### config.mk
export PLATFORM = sky130hd
export DESIGN_NAME = led_counter_system
export DESIGN_NICKNAME = d
export VERILOG_FILES = /design/src/rtl/led_counter_system_pkg.sv /design/src/rtl/led_counter_system_tick_gen.sv /design/src/rtl/led_counter_system.sv
export SDC_FILE = /design/constraint.sdc
export NUM_CORES = 1
export LEC_CHECK = 0
export BUFFER_PORTS_ARGS = -buffer_cell sky130_fd_sc_hd__clkbuf_2
export CORE_MARGIN = 10
export CORE_UTILIZATION = 55
export DETAILED_ROUTE_END_ITERATION = 10
export HOLD_SLACK_MARGIN = 0.05
export PLACE_DENSITY = 0.77
export SLEW_MARGIN = 20
export SYNTH_ARGS = -nofsm -noshare
export SYNTH_HDL_FRONTEND = slang
export SYNTH_HIERARCHICAL = 1
export SYNTH_SLANG_ARGS = --single-unit
### constraint.sdc
create_clock -name clk -period 5.45 [get_ports clk]
set_clock_uncertainty 0.2 [all_clocks]
set_input_delay 1.09 -clock clk [delete_from_list [all_inputs] [get_ports clk]]
set_output_delay 1.09 -clock clk [all_outputs]
set_load 0.1 [all_outputs]
### src/rtl/led_counter_system_pkg.sv
// Shared FSM state encodings and Gray-code helper for the LED counter.
package led_counter_system_pkg;

   typedef enum logic [1:0] {
      IDLE  = 2'd0,
      RUN   = 2'd1,
      PAUSE = 2'd2
   } state_t;

   // Operates on a 16-bit value; the upper bits of a narrower input are
   // zero, so the low N bits of the result are the N-bit Gray code.
   function automatic logic [15:0] gray_enc(input logic [15:0] b);
      return b ^ (b >> 1);
   endfunction

endpackage

### src/rtl/led_counter_system_tick_gen.sv
// Free-running divider: counts 0..DIVISOR-1 while enabled, holds otherwise.
// tick is combinational, high for the single cycle the divider sits at DIVISOR-1 while enabled.
module tick_gen #(
   parameter int DIVISOR = 100000000
) (
   input  logic clk,
   input  logic rst,
   input  logic en,
   input  logic clr,
   output logic tick
);

   localparam int W = $clog2(DIVISOR);
   localparam logic [W-1:0] LAST = W'(DIVISOR - 1);

   logic [W-1:0] cnt;

   always_ff @(posedge clk or negedge rst) begin
      if (!rst) begin
         cnt <= '0;
      end else if (clr) begin
         cnt <= '0;
      end else if (en) begin
         if (cnt == LAST) cnt <= '0;
         else             cnt <= cnt + W'(1);
      end
   end

   assign tick = en && (cnt == LAST);

endmodule

### src/rtl/led_counter_system.sv
// Up/down LED counter with run/pause FSM, single-step and optional Gray display.
// leds and wrap are registered: an advance shows on the edge that updates the count.
module led_counter_system
   import led_counter_system_pkg::*;
#(
   parameter int N       = 4,
   parameter int DIVISOR = 100000000
) (
   input  logic         clk,
   input  logic         rst,
   input  logic         run,
   input  logic         step,
   input  logic         dir_up,
   input  logic         mode_gray,
   input  logic         clear,
   output logic [N-1:0] leds,
   output logic         wrap,
   output logic [1:0]   state_o
);

   state_t       state, state_next;
   logic         step_d, step_pulse, tick, advance, wrap_next;
   logic [N-1:0] bin, bin_next;
   logic [15:0]  gray_next;

   tick_gen #(.DIVISOR(DIVISOR)) u_tick_gen (
      .clk  (clk),
      .rst  (rst),
      .en   (state == RUN),
      .clr  (clear),
      .tick (tick)
   );

   always_ff @(posedge clk or negedge rst) begin
      if (!rst) state <= IDLE;
      else      state <= state_next;
   end

   always_comb begin
      state_next = state;
      case (state)
         IDLE:    if (run)  state_next = RUN;
         RUN:     if (!run) state_next = PAUSE;
         PAUSE:   if (run)  state_next = RUN;
         default:           state_next = IDLE;
      endcase
      if (clear) state_next = IDLE;
   end

   assign step_pulse = step & ~step_d;
   assign advance    = ((state == RUN) & tick) |
                       (((state == IDLE) | (state == PAUSE)) & step_pulse);

   always_comb begin
      bin_next  = bin;
      wrap_next = 1'b0;
      if (advance) begin
         bin_next  = dir_up ? bin + N'(1) : bin - N'(1);
         wrap_next = dir_up ? (bin == '1) : (bin == '0);
      end
   end

   assign gray_next = gray_enc(16'(bin_next));

   always_ff @(posedge clk or negedge rst) begin
      if (!rst) begin
         step_d <= 1'b0;
         bin    <= '0;
         leds   <= '0;
         wrap   <= 1'b0;
      end else begin
         step_d <= step;
         if (clear) begin
            bin  <= '0;
            leds <= '0;
            wrap <= 1'b0;
         end else begin
            bin  <= bin_next;
            leds <= mode_gray ? gray_next[N-1:0] : bin_next;
            wrap <= wrap_next;
         end
      end
   end

   assign state_o = state;

endmodule

==> flow_summary.ini, run 1 <==
[yosys]
yosys-top-cells-area = dfrtp_1 43%, xor2_1 5.5%, nor2_1 5.4%, nand4_1 3.4%, xnor2_1 2.8%
yosysTopAreaCell = dfrtp_1
synth_seq_cells = 38
synth_top_area_share_pct = 43.0
synthArstFlopShare_pct = 100
synth_area_per_cell_sq_um = 9.78
synthFlopType = dfrtp_1
synth-edff-count = 0
syn_inst = 226
yosys_warnings = 6
syn_nets = 237
yosysSeqAreaShare_pct = 43.0
ys_types = 46
syn_area_sq_um = 2210

[clock_tree]
cts_hold_buf = 0
cts_root_buf = clkbuf_8
cts_tree = built
cts_sinks = 38
cts_max_level = 2
post_cts_resized = 0
clock_path_buffers = 2
clkTransAtPathRegs_ns = 0.08
insertion_delay_ns = 0.30
postCtsSetupBuffers = 0
cts_made_buffers = 5

[critical_path]
rrSetupSlack_ns = 2.63
path_class = in -> reg
crit_path_start_kind = primary input
crit_fanout = 6
worstPathRequired_ns = 5.44
reg2reg_depth = 8
critPathCaptureType = flip-flop
reg2reg_to = leds[2]$_DFF_PN0_
r2r_start = u_tick_gen/cnt[11]$_DFFE_PN0P_
crit_arrival_ns = 2.84

[cells_and_area]
final_nets = 252
final_cells = 290
antennaDiodeCount = 0
layout_commonest_cell = dfrtp_1
final_cell_mix = 38 x dfrtp_1, 32 x nor2_1, 14 x xor2_1, 13 x nand2_1, 13 x clkbuf_2
syn_to_final_growth_pct = 8.72
fin_area_sq_um = 2400
drive_gt1_share_pct = 12.4

[sta]
setup_viol_count_final = 0
rsz0062_at_grt = no
timing.final.ws_setup_ns = 2.60
fin_setup_tns_ns = 0
worstMarginPinSlew_ns = 1.00
timing.slew.headroom_pct = 32.6
finalHoldViolCount = 0
slew_viol_final = 0
fin_crit_sh_pct = 52.3
hold_ws_ns = 0.369
min_period_ns = 2.85
clock.fmax_mhz = 351

[grt]
grt.total_usage_pct = 13.7
grt_pass1_wl_microns = 8210
grt_max_degree = 39
antenna_found_initial = 0
grt.overflow.total = 0
grt_pass1_vias = 1684

[die]
coreArea_sq_um = 3770
dieArea_sq_um = 6960
dieWidth_microns = 83.4
start_util_pct = 58.6
die_h_microns = 83.4
ios = 14
fp-row-count = 22

[min_path]
min_from = u_tick_gen/cnt[1]$_DFFE_PN0P_
min_path_cells = 2
min_path_type = reg -> reg
hold_path_end = u_tick_gen/cnt[1]$_DFFE_PN0P_

[place]
gp_congestion = 0.860
dp_hpwl_microns = 3280
dp_slack_ns = 2.28
dpl_cell_area_sq_um = 2310
numPortBuffers = 13
dp_cells = 282

[routing]
via_count = 1725
ant_nets = 0
first_pass_iters = 4
finalWirelength_microns = 4670
drt_drc_violations_left = 0
wl_per_cell_microns = 16.1
viasPerCell = 5.95
drt-initial-drc-count = 167

[power_and_ir_drop]
irDropWorstVdd_mv = 0.176
power_density_nw_per_um2 = 240
p_leak_nw = 1.04

[flow_run]
maxCapViolCount = 0

[run_status]
status = complete, no violations
flip-flops by register name (all words and copies together), names as in the netlist:
register        flops
bin                 4
leds                3
state_o             2
step_d              1
u_tick_gen/cnt     27
wrap                1
per-layer routing:
metal / track usage (%) / share of wire (%)
met5: 0 / 0
met4: 3.54 / 0.62
met3: 4.49 / 6.2
met2: 21.0 / 48
met1: 18.0 / 46
worst max-delay path, stage by stage:
cell	delay (ns)
clkbuf_2	0.14
inv_1	0.11
ha_1	0.30
a21oi_1	0.15
mux2i_1	0.13
a2111oi_4	0.34
mux2i_1	0.24
mux2_1	0.33
through the flow:
stage	power, mW	utilization (%)
6_report	0.576	63.7
2_1_floorplan	0.359	-
5_1_grt	0.601	63.7
3_3_place_gp	0.377	61.2
3_5_place_dp	0.379	61.2
4_1_cts	0.582	63.7
worst max path at each step:
| stage | start | to | cells past startpoint |
|---|---|---|---|
| floorplan | state_o[0]$_DFFE_PN0P_ | leds[2]$_DFF_PN0_ | 7 |
| global placement | dir_up | leds[2]$_DFF_PN0_ | 8 |
| detailed placement | dir_up | leds[2]$_DFF_PN0_ | 8 |
| CTS | dir_up | leds[2]$_DFF_PN0_ | 8 |
| global route | u_tick_gen/cnt[0]$_DFFE_PN0P_ | leds[2]$_DFF_PN0_ | 8 |
| finish | dir_up | leds[2]$_DFF_PN0_ | 8 |
area by class of cell:
type / instances / area, sq um
fill: 317 / 1370
sequential: 38 / 951
multi-input combinational: 177 / 1210
inverter: 6 / 22.5
clock inverter: 2 / 12.5
timing repair buffer: 13 / 65.1
clock buffer: 6 / 82.6
tap: 48 / 60.1
kinds of logic (layout without fill, tap and decap cells):
logic type      after synthesis  in the layout  synth area share [%]
buf+inv                      11             27                  2.26
simple gates                119            119                  32.1
compound gates               26             26                  8.43
mux                           7              7                  3.23
flops                        38             38                  43.0
xor+xnor                     21             21                  8.32
fa+ha+maj                     4              4                  2.60
Yosys cell counts (4+ instances only):
cell,instances
nand2b_1,4
and2_1,5
a21oi_1,5
xnor2_1,7
o21ai_0,8
dfrtp_1,38
inv_1,6
nand3_1,10
nand2_1,13
a32o_1,4
xor2_1,14
nand4_1,12
and3_1,4
nor3b_1,5
nor2_1,32
and4_1,6
mux2i_1,6
power by group:
| group | leakage (nW) | internal, mW | switching, mW | total, mW |
|---|---|---|---|---|
| sequential | 0.524 | 0.288 | 0.00551 | 0.293 |
| clock | 0.0472 | 0.102 | 0.101 | 0.203 |
| combinational | 0.470 | 0.0206 | 0.0587 | 0.0793 |
| total | 1.04 | 0.410 | 0.166 | 0.576 |
Note: power is estimated with default switching activity, not from simulation.
==> run 2: changes to the inputs <==
--- a/config.mk
+++ b/config.mk
@@ -5,6 +5,7 @@
 export SDC_FILE = /design/constraint.sdc
 export NUM_CORES = 1
 export LEC_CHECK = 0
+export ABC_AREA = 1
 export BUFFER_PORTS_ARGS = -buffer_cell sky130_fd_sc_hd__clkbuf_2
 export CORE_MARGIN = 10
 export CORE_UTILIZATION = 55
==> constraint.sdc (replaced) <==
create_clock -name clk -period 2.7 [get_ports clk]
set_clock_uncertainty 0.2 [all_clocks]
set_input_delay 0.54 -clock clk [delete_from_list [all_inputs] [get_ports clk]]
set_output_delay 0.54 -clock clk [all_outputs]
set_load 0.1 [all_outputs]
==> flow_summary.ini, run 2 <==
[run_status]
status = complete, no violations

[sta]
clock.fmax_mhz = 441
rsz0062_at_grt = no
slew_viol_final = 0
worstMarginPinSlew_ns = 0.610
timing.slew.headroom_pct = 59.0
finalHoldViolCount = 0
fin_setup_tns_ns = 0
fin_crit_sh_pct = 84.0
min_period_ns = 2.27
setup_viol_count_final = 0

[grt]
antenna_found_initial = 0
grt_pass1_vias = 1948
grt_max_degree = 39
grt.total_usage_pct = 14.7
grt.overflow.total = 0
grt_pass1_wl_microns = 8990

[clock_tree]
cts_made_buffers = 5
clock_path_buffers = 2
cts_sinks = 38
insertion_delay_ns = 0.29
cts_max_level = 2
post_cts_resized = 0
postCtsSetupBuffers = 0
cts_tree = built
cts_root_buf = clkbuf_8
clkTransAtPathRegs_ns = 0.07
cts_hold_buf = 0

[yosys]
synth_area_per_cell_sq_um = 6.89
yosysMostFrequentCell = nand2_1
yosysSeqAreaShare_pct = 39.7
yosys-mux-area-fraction_pct = 0
synth-simple-area-share_pct = 42.8
synth-edff-count = 0
synth_top_family_by_area = simple AND/OR/NAND/NOR gates
synthXorXnorAreaFrac_pct = 1.10
syn_nets = 359
ys_types = 33
syn_inst = 348
synth_top_area_share_pct = 39.7
yosys-top-cells-area = dfrtp_1 40%, nand2_1 15%, nor2_1 11%, nand3_1 7.3%, inv_1 6.3%
synthArstFlopShare_pct = 100
yosys_warnings = 6
yosysTopAreaCell = dfrtp_1
synthAdderAreaFrac_pct = 2.40
synth_seq_cells = 38
synthFlopType = dfrtp_1
synth-compound-area-share_pct = 6.21
syn_area_sq_um = 2400
synth.top_cells.by_count = 93 x nand2_1, 71 x nor2_1, 40 x inv_1

[cells_and_area]
final_cell_mix = 93 x nand2_1, 71 x nor2_1, 40 x inv_1, 38 x dfrtp_1, 35 x nand3_1
syn_to_final_growth_pct = 9.40
final_nets = 377
layout_commonest_cell = nand2_1
largest_reg_flops = 27
antennaDiodeCount = 0
reg_top3 = u_tick_gen/cnt (27), bin (4), leds (3)
drive_gt1_share_pct = 10.4
regMostFlops = u_tick_gen/cnt

[power_and_ir_drop]
irDropWorstVdd_mv = 0.327
total_power_mw = 1.26
power_density_nw_per_um2 = 480
p_leak_nw = 1.24

[min_path]
min_path_type = in -> async

[critical_path]
crit_fanout = 7
crit_arrival_ns = 2.25
cp_cell_sequence = ha_1, nand3_1, inv_1, nand3_1, nor3_1, nand3_4, nand2_4, nand2_2, nand2_1, nor2_1, nand3_1, nand2_1
critPathMostFrequentCell = nand3_1
path_class = reg -> reg
worst-path-buf-inv = 1
critPathCaptureType = flip-flop
rrSetupSlack_ns = 0.43
critPathTopFamily = simple AND/OR/NAND/NOR gates
cpPeakStageDelay_ns = 0.39
critPathSlowestCell = dfrtp_1
worstPathRequired_ns = 2.68
crit_path_start_kind = flip-flop

[die]
ios = 14
fp-row-count = 23
start_util_pct = 58.2
coreArea_sq_um = 4120
die_h_microns = 86.0
dieWidth_microns = 86.0
dieArea_sq_um = 7400

[routing]
wl_per_cell_microns = 12.4
via_count = 2246
drt_drc_violations_left = 0
finalWirelength_microns = 5160
ant_nets = 0
first_pass_iters = 5
viasPerCell = 5.39
drt-initial-drc-count = 279

[place]
gp_congestion = 0.976
dp_hpwl_microns = 3990
numPortBuffers = 13

[flow_run]
maxCapViolCount = 0
run 2: power breakdown:
group / switching, mW / total [mW] / internal (mW) / leakage (nW)
clock: 0.187 / 0.445 / 0.258 / 0.0575
sequential: 0.0200 / 0.611 / 0.592 / 0.521
combinational: 0.150 / 0.201 / 0.0508 / 0.661
total: 0.357 / 1.26 / 0.900 / 1.24
run 2: path summary, 6_finish.rpt:
check	depth (start not counted)	endpoint	start
setup / recovery	12	leds[2]$_DFF_PN0_	u_tick_gen/cnt[0]$_DFFE_PN0P_
hold / removal	2	u_tick_gen/cnt[18]$_DFFE_PN0P_	rst
setup reg to reg	12	leds[2]$_DFF_PN0_	u_tick_gen/cnt[0]$_DFFE_PN0P_
hold reg to reg	2	u_tick_gen/cnt[1]$_DFFE_PN0P_	u_tick_gen/cnt[1]$_DFFE_PN0P_
max in group asynchronous	2	u_tick_gen/cnt[2]$_DFFE_PN0P_	rst
min in group clk	1	step_d$_DFF_PN0_	step
run 2: logic make-up after synthesis:
| family | after synthesis |
|---|---|
| AO/OA/AOI/OAI | 25 |
| AND/OR/NAND/NOR | 232 |
| flip-flops | 38 |
| XOR/XNOR | 3 |
| buffers and inverters | 46 |
| adder cells (fa/ha/maj) | 4 |
run 2: metrics by stage:
step / area [sq um] / hold WS [ns] / std cells / worst slack [ns] / util, %
floorplan: 2400 / 0.0444 / 348 / 0.0993 / -
global placement: 2510 / 0.324 / 409 / 0.552 / 61.0
detailed placement: 2510 / 0.331 / 409 / 0.463 / 61.0
CTS: 2620 / 0.101 / 417 / 0.439 / 63.7
global route: 2620 / 0.119 / 417 / 0.236 / 63.7
finish: 2620 / 0.0844 / 417 / 0.431 / 63.7
run 2: layout make-up:
cell class | instances | area (sq um)
fill | 364 | 1490
multi-input combinational | 264 | 1260
sequential | 38 | 951
inverter | 42 | 160
clock buffer | 8 | 110
timing repair buffer | 15 | 80.1
tap | 50 | 62.6
run 2: routing by layer:
layer  vias up  track usage [%]  routed length, microns
li1       1155                -                       -
met1       995             20.7                    2560
met2        89             21.3                    2220
met3         7             3.22                     318
met4         0             5.39                      67
met5         -                0                       0
==> run 3: changes to the inputs <==
--- a/config.mk
+++ b/config.mk
@@ -11,7 +11,7 @@
 export CORE_UTILIZATION = 55
 export DETAILED_ROUTE_END_ITERATION = 10
 export HOLD_SLACK_MARGIN = 0.05
-export PLACE_DENSITY = 0.77
+export PLACE_DENSITY = 0.8
 export SLEW_MARGIN = 20
 export SYNTH_ARGS = -nofsm -noshare
 export SYNTH_HDL_FRONTEND = slang
==> constraint.sdc (replaced) <==
create_clock -name clk -period 1.9 [get_ports clk]
set_clock_uncertainty 0.2 [all_clocks]
set_input_delay 0.38 -clock clk [delete_from_list [all_inputs] [get_ports clk]]
set_output_delay 0.38 -clock clk [all_outputs]
set_load 0.1 [all_outputs]
==> flow_summary.ini, run 3 (synthesis gave the netlist of run 2 again) <==
[clock_tree]
insertion_delay_ns = 0.29
cts_tree = built
cts_root_buf = clkbuf_8
clkTransAtPathRegs_ns = 0.07
cts_sinks = 38
clock_path_buffers = 2
cts_made_buffers = 5
cts_max_level = 2

[min_path]
hold_path_end = state_o[1]$_DFFE_PN0P_
min_path_cells = 2
min_from = run
min_path_type = in -> reg

[routing]
viasPerCell = 5.97
via_count = 2807
drt_drc_violations_left = 0
drt-initial-drc-count = 456
finalWirelength_microns = 7840
first_pass_iters = 5
wl_per_cell_microns = 16.7
ant_nets = 0

[cells_and_area]
layout_commonest_cell = nand2_1
fin_area_sq_um = 3280
syn_to_final_growth_pct = 37.0
final_nets = 430
reg_top3 = u_tick_gen/cnt (27), bin (4), leds (3)
largest_reg_flops = 27
drive_gt1_share_pct = 31.0
final_util_pct = 79.8
regMostFlops = u_tick_gen/cnt
final_cells = 470
final_cell_mix = 83 x nand2_1, 63 x nor2_1, 52 x buf_4, 36 x dfrtp_1, 33 x inv_1
antennaDiodeCount = 0

[power_and_ir_drop]
irDropWorstVdd_mv = 0.598
power_frac_comb_pct = 22.7
p_clk_share_pct = 30.9
p_leak_nw = 1.56
switchingPower_mw = 0.612
power_density_nw_per_um2 = 573
p_int_mw = 1.27
switching_share_pct = 32.5
p_seq_share_pct = 46.4

[flow_run]
maxCapViolCount = 0

[critical_path]
r2r_start = u_tick_gen/cnt[12]$_DFFE_PN0P_
crit_fanout = 7
crit_path_start = u_tick_gen/cnt[12]$_DFFE_PN0P_
reg2reg_to = leds[0]$_DFF_PN0_
crit_path_start_kind = flip-flop
critPathCaptureType = flip-flop
worstPathRequired_ns = 1.89
rrSetupSlack_ns = -0.23
reg2reg_depth = 12
path_class = reg -> reg
crit_arrival_ns = 2.12

[run_status]
status = finished, violations left
failed_checks = negative setup slack

[sta]
fin_crit_sh_pct = 112
min_period_ns = 2.13
timing.final.ws_setup_ns = -0.233
timing.slew.headroom_pct = 62.8
slew_viol_final = 0
setup_viol_count_final = 8
worstMarginPinSlew_ns = 0.558
finalHoldViolCount = 0
rsz0062_at_grt = yes
clock.fmax_mhz = 469

[die]
die_h_microns = 86.0
dieWidth_microns = 86.0
coreArea_sq_um = 4120
start_util_pct = 58.2
fp-row-count = 23
dieArea_sq_um = 7400
ios = 14

[grt]
antenna_found_initial = 0
grt_max_degree = 21
grt.total_usage_pct = 18.7
grt_pass1_wl_microns = 11400
grt.overflow.total = 0
grt_pass1_vias = 2527

[place]
numPortBuffers = 13
dpl_cell_area_sq_um = 2870
dp_cells = 452
dp_hpwl_microns = 4990
gp_congestion = 0.978
run 3: worst max-delay path by stage:
stage,endpoint,slack [ns],cells after the start
after floorplan,leds[1]$_DFF_PN0_,-0.0004,12
after global placement,leds[1]$_DFF_PN0_,-0.09,12
after detailed placement,leds[1]$_DFF_PN0_,-0.19,12
after CTS,leds[1]$_DFF_PN0_,-0.1,12
after global routing,leds[0]$_DFF_PN0_,-0.28,12
final,leds[0]$_DFF_PN0_,-0.23,12
run 3: power by group through the flow:
stage,Clock (mW),Combinational (mW),Sequential [mW]
3_3_place_gp,0,0.331,0.879
2_1_floorplan,0,0.158,0.953
4_1_cts,0.584,0.362,0.865
6_report,0.580,0.426,0.873
5_1_grt,0.621,0.463,0.876
3_5_place_dp,0,0.344,0.881
run 3: repair_timing:
item | 4_1_cts | 5_1_grt
pin swaps | 14 | 14
cloned | 1 | 0
resized for setup | 13 | 44
setup endpoints to repair | 9 | 34
buffers inserted | 4 | 6
endpoints found under the hold margin | 19 | 0
hold buffers | 2 | 0
run 3: layout make-up:
type                    count  area, sq um
fillers                   261          833
flip-flops and latches     38          956
multi-input cells         264         1500
inverters                  42          171
clock inverters             1         5.00
well taps                  50         62.6
repair inverters            1         11.3
clock buffers               7         86.3
repair buffers             67          490
run 3: routing by layer:
metal | vias up | track usage, % | share of wire, %
met5 | - | 0 | 0
met4 | 0 | 5.24 | 3.9
li1 | 1270 | - | -
met3 | 51 | 3.22 | 9.1
met1 | 1296 | 23.9 | 39
met2 | 190 | 31.2 | 48
run 3: per-stage QoR:
| stage | setup TNS, ns | power, mW | hold WS [ns] | setup WS, ns |
|---|---|---|---|---|
| floorplan | -0.000424 | 1.11 | -0.116 | -0.000424 |
| global placement | -0.256 | 1.21 | 0.180 | -0.0877 |
| detailed placement | -0.862 | 1.22 | 0.180 | -0.193 |
| CTS | -0.299 | 1.81 | 0.0514 | -0.0994 |
| global route | -1.88 | 1.96 | 0.0556 | -0.284 |
| finish | -0.928 | 1.88 | 0.0514 | -0.233 |
run 3: worst max-delay path, cell delays in order (launching register included):
cell     delay (ns)
dfrtp_1        0.40
inv_1          0.09
nand2_2        0.09
nor3_4         0.22
nand3_2        0.14
nor3_4         0.18
nand3_4        0.18
nand2_8        0.15
nand2_1        0.07
nand2_1        0.07
nor2_1         0.04
nor2_1         0.12
nor2_1         0.06
